### config.mk
export PLATFORM = sky130hd
export DESIGN_NAME = seg_scan
export DESIGN_NICKNAME = d
export VERILOG_FILES = /design/src/rtl/seg_scan_pkg.sv /design/src/rtl/seg_scan_div.sv /design/src/rtl/seg_scan.sv
export SDC_FILE = /design/constraint.sdc
export NUM_CORES = 1
export LEC_CHECK = 0
export ABC_CLOCK_PERIOD_IN_PS = 1700
export CAP_MARGIN = 10
export CORE_MARGIN = 3
export CORE_UTILIZATION = 41
export DETAILED_ROUTE_END_ITERATION = 7
export GPL_ROUTABILITY_DRIVEN = 0
export PLACE_DENSITY = 0.76
export SYNTH_ARGS = -nofsm -noshare
export SYNTH_HDL_FRONTEND = slang
export SYNTH_SLANG_ARGS = --single-unit
### constraint.sdc
create_clock -name clk -period 1.7 [get_ports clk]
set_clock_uncertainty 0.2 [all_clocks]
set_input_delay 0.255 -clock clk [delete_from_list [all_inputs] [get_ports clk]]
set_output_delay 0.255 -clock clk [all_outputs]
set_load 0.01 [all_outputs]
### src/rtl/seg_scan_pkg.sv
// Shared types and helpers for the seg_scan display scanner.
// Optional blank interval between digits: SEG_SCAN_BLANK_EN.
package seg_scan_pkg;

    typedef enum logic [1:0] {
        IDLE  = 2'd0,
        ON    = 2'd1,
        BLANK = 2'd2
    } scan_state_e;

    localparam logic [7:0] SEG_OFF = 8'hFF;

    function automatic int max_int(input int a, input int b);
        return (a > b) ? a : b;
    endfunction

    // Width that can hold 0..n-1, never below one bit
    function automatic int cnt_w(input int n);
        return (n <= 2) ? 1 : $clog2(n);
    endfunction

endpackage

### src/rtl/seg_scan_div.sv
// Terminal-count interval counter shared by the dwell and blank phases.
// Counts up from zero; tc flags the cycle where cnt equals tc_val.
module seg_scan_div #(
    parameter int W = 4
) (
    input  logic         clk,
    input  logic         rst_n,
    input  logic         clr,
    input  logic         inc,
    input  logic [W-1:0] tc_val,
    output logic         tc
);

    logic [W-1:0] cnt;

    always_ff @(posedge clk or negedge rst_n) begin
        if (!rst_n) begin
            cnt <= '0;
        end else if (clr) begin
            cnt <= '0;
        end else if (inc) begin
            cnt <= cnt + 1'b1;
        end
    end

    assign tc = (cnt == tc_val);

endmodule

### src/rtl/seg_scan.sv
// Time-multiplexed 7-segment scanner: one shared bus, one-hot active-low digits.
// Define SEG_SCAN_BLANK_EN to insert BLANK_CYC dark cycles between digits.
module seg_scan
    import seg_scan_pkg::*;
#(
    parameter int NUM_SEG   = 6,
    parameter int CLK_HZ    = 50_000_000,
    parameter int SCAN_HZ   = 1000,
    parameter int BLANK_CYC = 16
) (
    input  logic               clk,
    input  logic               rst_n,
    input  logic               en,
    input  logic [7:0]         seg [0:NUM_SEG-1],
    output logic [7:0]         seg_out,
    output logic [NUM_SEG-1:0] dig_n,
    output logic               frame_tick
);

    localparam int DWELL = CLK_HZ / (SCAN_HZ * NUM_SEG);
`ifdef SEG_SCAN_BLANK_EN
    localparam int CW = cnt_w(max_int(DWELL, BLANK_CYC));
`else
    localparam int CW = cnt_w(DWELL);
`endif
    localparam int IW = (NUM_SEG > 1) ? $clog2(NUM_SEG) : 1;

    localparam logic [CW-1:0]      DWELL_TC = CW'(DWELL - 1);
    localparam logic [IW-1:0]      LAST     = IW'(NUM_SEG - 1);
    localparam logic [NUM_SEG-1:0] ONE      = NUM_SEG'(1);

    generate
        if (DWELL < 2) begin : g_dwell_chk
            $error("seg_scan: DWELL must be at least 2");
        end
`ifdef SEG_SCAN_BLANK_EN
        if (BLANK_CYC < 1) begin : g_blank_chk
            $error("seg_scan: BLANK_CYC must be at least 1");
        end
`endif
    endgenerate

    scan_state_e        state;
    scan_state_e        state_n;
    logic [IW-1:0]      idx;
    logic [IW-1:0]      idx_n;
    logic [IW-1:0]      idx_nx;
    logic [7:0]         seg_n;
    logic [NUM_SEG-1:0] dig_n_n;
    logic               ft_n;
    logic               cnt_clr;
    logic               cnt_inc;
    logic               tc;
    logic [CW-1:0]      tc_val;

`ifdef SEG_SCAN_BLANK_EN
    localparam logic [CW-1:0] BLANK_TC = CW'(BLANK_CYC - 1);
    assign tc_val = (state == BLANK) ? BLANK_TC : DWELL_TC;
`else
    assign tc_val = DWELL_TC;
`endif

    assign idx_nx = (idx == LAST) ? '0 : idx + 1'b1;

    seg_scan_div #(
        .W(CW)
    ) u_div (
        .clk   (clk),
        .rst_n (rst_n),
        .clr   (cnt_clr),
        .inc   (cnt_inc),
        .tc_val(tc_val),
        .tc    (tc)
    );

    always_ff @(posedge clk or negedge rst_n) begin
        if (!rst_n) begin
            state <= IDLE;
        end else begin
            state <= state_n;
        end
    end

    always_comb begin
        state_n = state;
        if (!en) begin
            state_n = IDLE;
        end else begin
            unique case (state)
                IDLE: state_n = ON;
`ifdef SEG_SCAN_BLANK_EN
                ON:    state_n = tc ? BLANK : ON;
                BLANK: state_n = tc ? ON : BLANK;
`else
                ON:    state_n = ON;
                BLANK: state_n = IDLE;
`endif
                default: state_n = IDLE;
            endcase
        end
    end

    // Digit loads take idx_nx; the wrap from the last digit raises frame_tick
    always_comb begin
        idx_n   = idx;
        seg_n   = seg_out;
        dig_n_n = dig_n;
        ft_n    = 1'b0;
        cnt_clr = 1'b0;
        cnt_inc = 1'b0;
        if (!en) begin
            idx_n   = '0;
            seg_n   = SEG_OFF;
            dig_n_n = '1;
            cnt_clr = 1'b1;
        end else begin
            unique case (state)
                IDLE: begin
                    idx_n   = '0;
                    seg_n   = seg[0];
                    dig_n_n = ~ONE;
                    cnt_clr = 1'b1;
                end
                ON: begin
                    if (tc) begin
                        cnt_clr = 1'b1;
`ifdef SEG_SCAN_BLANK_EN
                        seg_n   = SEG_OFF;
                        dig_n_n = '1;
`else
                        idx_n   = idx_nx;
                        seg_n   = seg[idx_nx];
                        dig_n_n = ~(ONE << idx_nx);
                        ft_n    = (idx == LAST);
`endif
                    end else begin
                        cnt_inc = 1'b1;
                    end
                end
                BLANK: begin
                    if (tc) begin
                        cnt_clr = 1'b1;
                        idx_n   = idx_nx;
                        seg_n   = seg[idx_nx];
                        dig_n_n = ~(ONE << idx_nx);
                        ft_n    = (idx == LAST);
                    end else begin
                        cnt_inc = 1'b1;
                    end
                end
                default: begin
                    idx_n   = '0;
                    seg_n   = SEG_OFF;
                    dig_n_n = '1;
                    cnt_clr = 1'b1;
                end
            endcase
        end
    end

    always_ff @(posedge clk or negedge rst_n) begin
        if (!rst_n) begin
            idx        <= '0;
            seg_out    <= SEG_OFF;
            dig_n      <= '1;
            frame_tick <= 1'b0;
        end else begin
            idx        <= idx_n;
            seg_out    <= seg_n;
            dig_n      <= dig_n_n;
            frame_tick <= ft_n;
        end
    end

endmodule

**Word-level counts from Yosys, hierarchy flattened**

Cells that the tools add are included.

- $add $sub $neg: 2
- Multiply operators: 0
- Divide/modulo/power cells: 0
- Order comparisons: 1
- Equality and inequality tests: 5
- Shift-type cells: 1
- Multiplexer cells: 26
- Bitwise logic cells: 2
- Reduce and logical (&&, ||, !) cells: 4

Operators by type and width:

| operator | number |
|---|---|
| two-way mux 8 bit | 4 |
| two-way mux 14 bit | 2 |
| binary-select mux 8 bit (select 3 bit) | 1 |
| one-hot mux 8 bit (2 select lines) | 1 |
| adder 14 x 1 -> 14 bit, second input constant | 1 |
| == test 14 bit, second input constant | 1 |
| two-way mux 3 bit | 4 |
| two-way mux 6 bit | 2 |
| one-hot mux 6 bit (2 select lines) | 1 |
| two-way mux 1 bit | 11 |
| inverter 6 bit | 1 |
| << shifter 1 x 3 -> 6 bit, first input constant | 1 |
| greater-or-equal comparator 4 bit, second input constant | 1 |
| inverter 3 -> 4 bit | 1 |
| OR reduction 2 bit | 2 |
| adder 3 x 1 -> 3 bit, second input constant | 1 |
| == test 3 bit, second input constant | 1 |
| != test 3 x 2 -> 1 bit, second input constant | 1 |
| == test 2 x 1 -> 1 bit, second input constant | 1 |
| == test 2 bit, second input constant | 1 |
| zero test 2 bit | 1 |
| nonzero test 2 bit | 1 |

- Bits in registers: 34
- Bits in latches: 0
- Bits in writable memories: 0
- Bits in read-only memories: 0
- Input port bits: 51
- Output and inout port bits: 15
- Logic and storage cells: 47
- Memories: 0

**Depth between registers and ports, before layout**

- Depth after elaboration: 9
- Gate-level depth with buffers: 7
- Mapped depth without buffers: 6

**Hierarchy**

A second synthesis with hierarchy kept.

- Cells, all modules: 247
- Area, all modules: 2270.9 µm²

By module, submodules not included:

| module | times used | cells each | area an instance (µm²) | sequential area each (µm²) |
|---|---|---|---|---|
| seg_scan | 1 | 158 | 1347.5 | 493.0 |
| seg_scan_div | 1 | 89 | 923.4 | 350.3 |

**Worst setup path before layout**

No wires, ideal clock.

- Path type: flip-flop to flip-flop
- From: register u_div.cnt[0]
- To: register seg_out[7]
- Library setup time: 87 ps
- Arrival: 1463 ps
- Data required time: 1413 ps
- Setup slack: -50 ps
- Stages on the path, launching flop included: 8
- Path buffers: 1
- Clock period less this slack: 1750 ps
- Cells stage by stage: dfrtp_1 inv_1 ha_1 and4bb_2 and4_4 buf_4 o32ai_1 a21oi_1

- Cells in the longest elaborated chain, start to end: 2

RTL lines:

| item | RTL line | RTL |
|---|---|---|
| start: declaration | seg_scan_div.sv:14 | `logic [W-1:0] cnt;` |
| start signal: assignment | seg_scan_div.sv:22 | `cnt <= cnt + 1'b1;` |
| == test 14 bit | seg_scan_div.sv:26 | `assign tc = (cnt == tc_val);` |
| != test 3 x 2 -> 1 bit (no source line) | -- |  |
| end signal: assignment | seg_scan.sv:169 | `seg_out <= seg_n;` |
| end: declaration | seg_scan.sv:15 | `output logic [7:0] seg_out,` |

Every way passes these cells.
A chain may end at the register's enable or synchronous reset.

**Worst setup path in the final report**

- From: register u_div.cnt[0]
- To: register idx[2]

- Cells in the longest elaborated chain, start to end: 2

RTL lines:

| item | RTL line | RTL |
|---|---|---|
| == test 14 bit | seg_scan_div.sv:26 |  |
| != test 3 x 2 -> 1 bit (no source line) | -- |  |
| end signal: assignment | seg_scan.sv:168 | `idx <= idx_n;` |
| end: declaration | seg_scan.sv:45 | `logic [IW-1:0] idx;` |

Every way passes these cells.

==> run summary <==
The run finished, with violations left. The final reports fail on negative setup slack. The tools report the final global-route overflow total as 0. Hold repair after CTS inserted 0 buffers. Dividing total power by cell area gives a power density of 561 nW/µm². Kind of end point of the critical path: a register. The tightest hold path in the finished design has a slack of 0.126 ns. In this run the static leakage power is 1.16 nW. The initial antenna violation count was 0.

The least setup slack across all paths after layout was -0.137 ns. The tools report the number of warnings printed during yosys synthesis as 0. The die covers 5520 µm². Among all cell types in the netlist, the one instantiated most often is sky130_fd_sc_hd__nor2_1.

The number of antenna diodes in the final layout is 0. For this run, the post-layout net count is 348. Prior to clock tree synthesis, the placed netlist has a worst setup slack of -0.0889 ns. The run gives 1910 µm² as the netlist area before placement.

For this block, the routed nets add up to 5.84 mm of wire. The min-delay analysis places its worst path in the category in -> async. The largest buffer count on any clock path was 2; the pin count of the biggest net entering global routing was 34.

In this run the number of H-tree levels came out at 2. The predominant post-synthesis flop cell was sky130_fd_sc_hd__dfrtp_1. VDD sags by at most 0.458 mV. STA classifies the critical path startpoint as a register. In this run, distinct cell masters in the synthesized netlist total 33.

The area growth from synthesis to layout is 59.4%. The minimum clock period after layout is 1.84 ns. The first global-routing pass estimated 9.12 mm of wire.

The run gives 0 as the count of maximum capacitance violations. The type of the worst setup path is reg -> reg. TritonCTS created 5 clock buffers.

After synthesis, flip-flops and latches occupy 44.1% of the total area. For this run, the share of the core covered by cells in the final layout is 68.6%. CTS placed an instance of sky130_fd_sc_hd__clkbuf_8 at the clock tree root.

The count of buffers added on input and output ports is 65. The total routing resource utilization after global routing came out at 22.0%. Using the TritonRoute via totals, the vias-per-cell ratio works out to 5.49. The final route contains 1910 vias.

The horizontal die dimension is 74.3 µm. The number of cells in the design after placement came out at 335. The share of synthesized flip-flops with an asynchronous set or reset is 100%. Synthesis produced 203 cells.

Fill cells in the final layout number 349. The share of cells above drive strength 1 was 24.7%. In the synthesized netlist, the cells that appear most often are 21 x sky130_fd_sc_hd__nor2_1, 19 x sky130_fd_sc_hd__dfrtp_1, 16 x sky130_fd_sc_hd__mux2i_1.

Number of search-and-repair iterations in the first detailed-routing pass: 4. The maximum clock frequency was 544 MHz; the clock transition time at the flip-flop clock pins of the worst setup and hold paths was 0.07 ns. Counting every sink on the clock net gives 33. In this run the remaining antenna-violating nets after routing total 0.

In this design, the stage delay of the slowest critical-path cell is 0.38 ns. The hold violation count in the final report is 0, and the die height is 74.3 µm. In the routed design, unresolved DRC markers number 0. The tools report the violation count after the first detailed-routing iteration as 157. The net count of the mapped netlist was 256; the final sum of negative setup slack was -2.38 ns. Dividing the synthesized area by the synthesized cell count gives 9.42 µm². The synthesized design devotes to its leading area cell type 24.9% of total area. The run gives 4.17 mm as the post-detailed-placement half-perimeter wirelength.

The max-slew headroom at the worst pin is 70.6%. The number of enable flip-flop cells after synthesis is 0, and the total number of placement rows is 24. Number of synthesized register bits: 33.

Clock latency on the worst-skew pair, taken at its later pin, is 0.29 ns. The actual slew at the worst max-slew pin works out to 0.440 ns. The run gives 1845 as the number of global-route vias before repair. Summed over all instances, the cell type with the most area after synthesis is sky130_fd_sc_hd__dfrtp_1. The signal on the critical path passes through inv_1 -> ha_1 -> and4bb_2 -> nand4_1 -> buf_4 -> o21ai_2 -> a21oi_2. The arrival time of data at the critical path endpoint came out at 1.81 ns. Ranked by total cell area, the synthesized netlist is headed by sky130_fd_sc_hd__dfrtp_1 25%, sky130_fd_sc_hd__dfstp_2 19%, sky130_fd_sc_hd__mux2i_1 8.4%.

Setup repair after global routing could not meet its margin everywhere. The logs give 348 for the count of placed standard cells in the final layout, fillers left out and 4440 µm² for the core area. The wire length per cell after detailed routing was 16.8 µm; the required time at the worst-slack endpoint was 1.68 ns. The max-slew violation count is 0, and the final setup violation count is 32.

Once the floorplan was initialized, standard cells occupied 43.0% of the core. For this design, the slowest cell found on the critical path is sky130_fd_sc_hd__dfrtp_1. TritonCTS built the clock tree. The worst path uses 108% of the clock period. The number of top-level pins was 66; the peak fanout along the critical path was 5.
-- worst max-delay path: cells and delay by family, from the launching register on --
| kind | cells | cell delay [ns] |
|---|---|---|
| and+or+nand+nor | 2 | 0.49 |
| DFF | 1 | 0.38 |
| buffers and inverters | 2 | 0.29 |
| AOI/OAI and AO/OA | 2 | 0.22 |
| adders and majority gates | 1 | 0.14 |
-- metal layers --
metal / routed length (µm) / vias to the layer above / global-route usage (%)
met1: 2570 / 910 / 30.0
met4: 119 / 0 / 7.51
met5: 0 / - / 0
met3: 293 / 10 / 5.54
met2: 2860 / 70 / 34.2
li1: - / 920 / -
-- path summary, 6_finish.rpt --
| kind | startpoint | endpoint | slack [ns] | cells past startpoint |
|---|---|---|---|---|
| max in group asynchronous | rst_n | seg_out[7] | 0.92 | 2 |
| worst max register to register | u_div.cnt[0] | idx[2] | -0.14 | 7 |
| worst max-delay path | u_div.cnt[0] | idx[2] | -0.14 | 7 |
| min in group clk | en | state[0] | 0.31 | 1 |
| worst min-delay path | rst_n | u_div.cnt[7] | 0.13 | 2 |
| worst min register to register | dig_n[4] | dig_n[4] | 0.33 | 2 |
-- layout make-up --
cell class | count | area (µm²) | share of cell area [%]
well taps | 52 | 65.1 | 2.13
multi-input cells | 147 | 1090 | 35.6
flip-flops and latches | 33 | 843 | 27.7
inverters | 13 | 48.8 | 1.60
clock buffers | 8 | 90.1 | 2.95
repair buffers | 95 | 916 | 30.0
-- cells in the final DEF (no fill, tap or decap), types with 4 or more instances in the layout --
cell type,instances
sky130_fd_sc_hd__and3_1,4
sky130_fd_sc_hd__mux2i_1,16
sky130_fd_sc_hd__o221ai_1,8
sky130_fd_sc_hd__buf_4,24
sky130_fd_sc_hd__nand3_1,8
sky130_fd_sc_hd__a21oi_1,8
sky130_fd_sc_hd__nor3_1,4
sky130_fd_sc_hd__nand4_1,5
sky130_fd_sc_hd__clkdlybuf4s50_1,51
sky130_fd_sc_hd__dfstp_2,14
sky130_fd_sc_hd__o21ai_1,5
sky130_fd_sc_hd__nand2_1,14
sky130_fd_sc_hd__clkbuf_8,6
sky130_fd_sc_hd__buf_12,4
sky130_fd_sc_hd__o211ai_1,8
sky130_fd_sc_hd__nor2_1,21
sky130_fd_sc_hd__dfrtp_1,19
sky130_fd_sc_hd__xnor2_1,9
sky130_fd_sc_hd__dlygate4sd2_1,14
sky130_fd_sc_hd__o32ai_2,8
sky130_fd_sc_hd__xor2_1,4
sky130_fd_sc_hd__inv_1,13
-- flip-flops by register name, indices dropped and copies added, names as in the netlist --
signal and count:
dig_n 6, seg_out 8, frame_tick 1, idx 3
u_div.cnt 14, state 1
-- logic make-up after synthesis --
group | count (synthesis) | synth area share (%)
AND/OR/NAND/NOR | 73 | 19.3
adder cells (fa/ha/maj) | 2 | 1.31
flip-flops | 33 | 44.1
AO/OA/AOI/OAI | 41 | 14.9
XOR/XNOR | 13 | 5.95
multiplexers | 16 | 8.37
buffers and inverters | 25 | 6.08
-- what timing repair did --
item                                    in CTS  in global routing
gates cloned                                 1                  1
resized for setup                           26                  6
pin swaps                                    4                  4
endpoints found under the setup margin      44                 32
buffers inserted                             0                  3
-- report_power, final --
| part | switching [mW] | internal, mW | total, mW |
|---|---|---|---|
| registers | 0.0120 | 0.812 | 0.824 |
| clock network | 0.288 | 0.330 | 0.618 |
| logic | 0.101 | 0.168 | 0.270 |
-- stage by stage --
step	power [mW]	cell area (µm²)
after floorplan	0.914	1980
after global placement	1.11	2880
after detailed placement	1.11	2880
after CTS	1.72	3000
after global routing	1.78	3050
final	1.71	3050
Note: power is estimated with default switching activity, not from simulation.
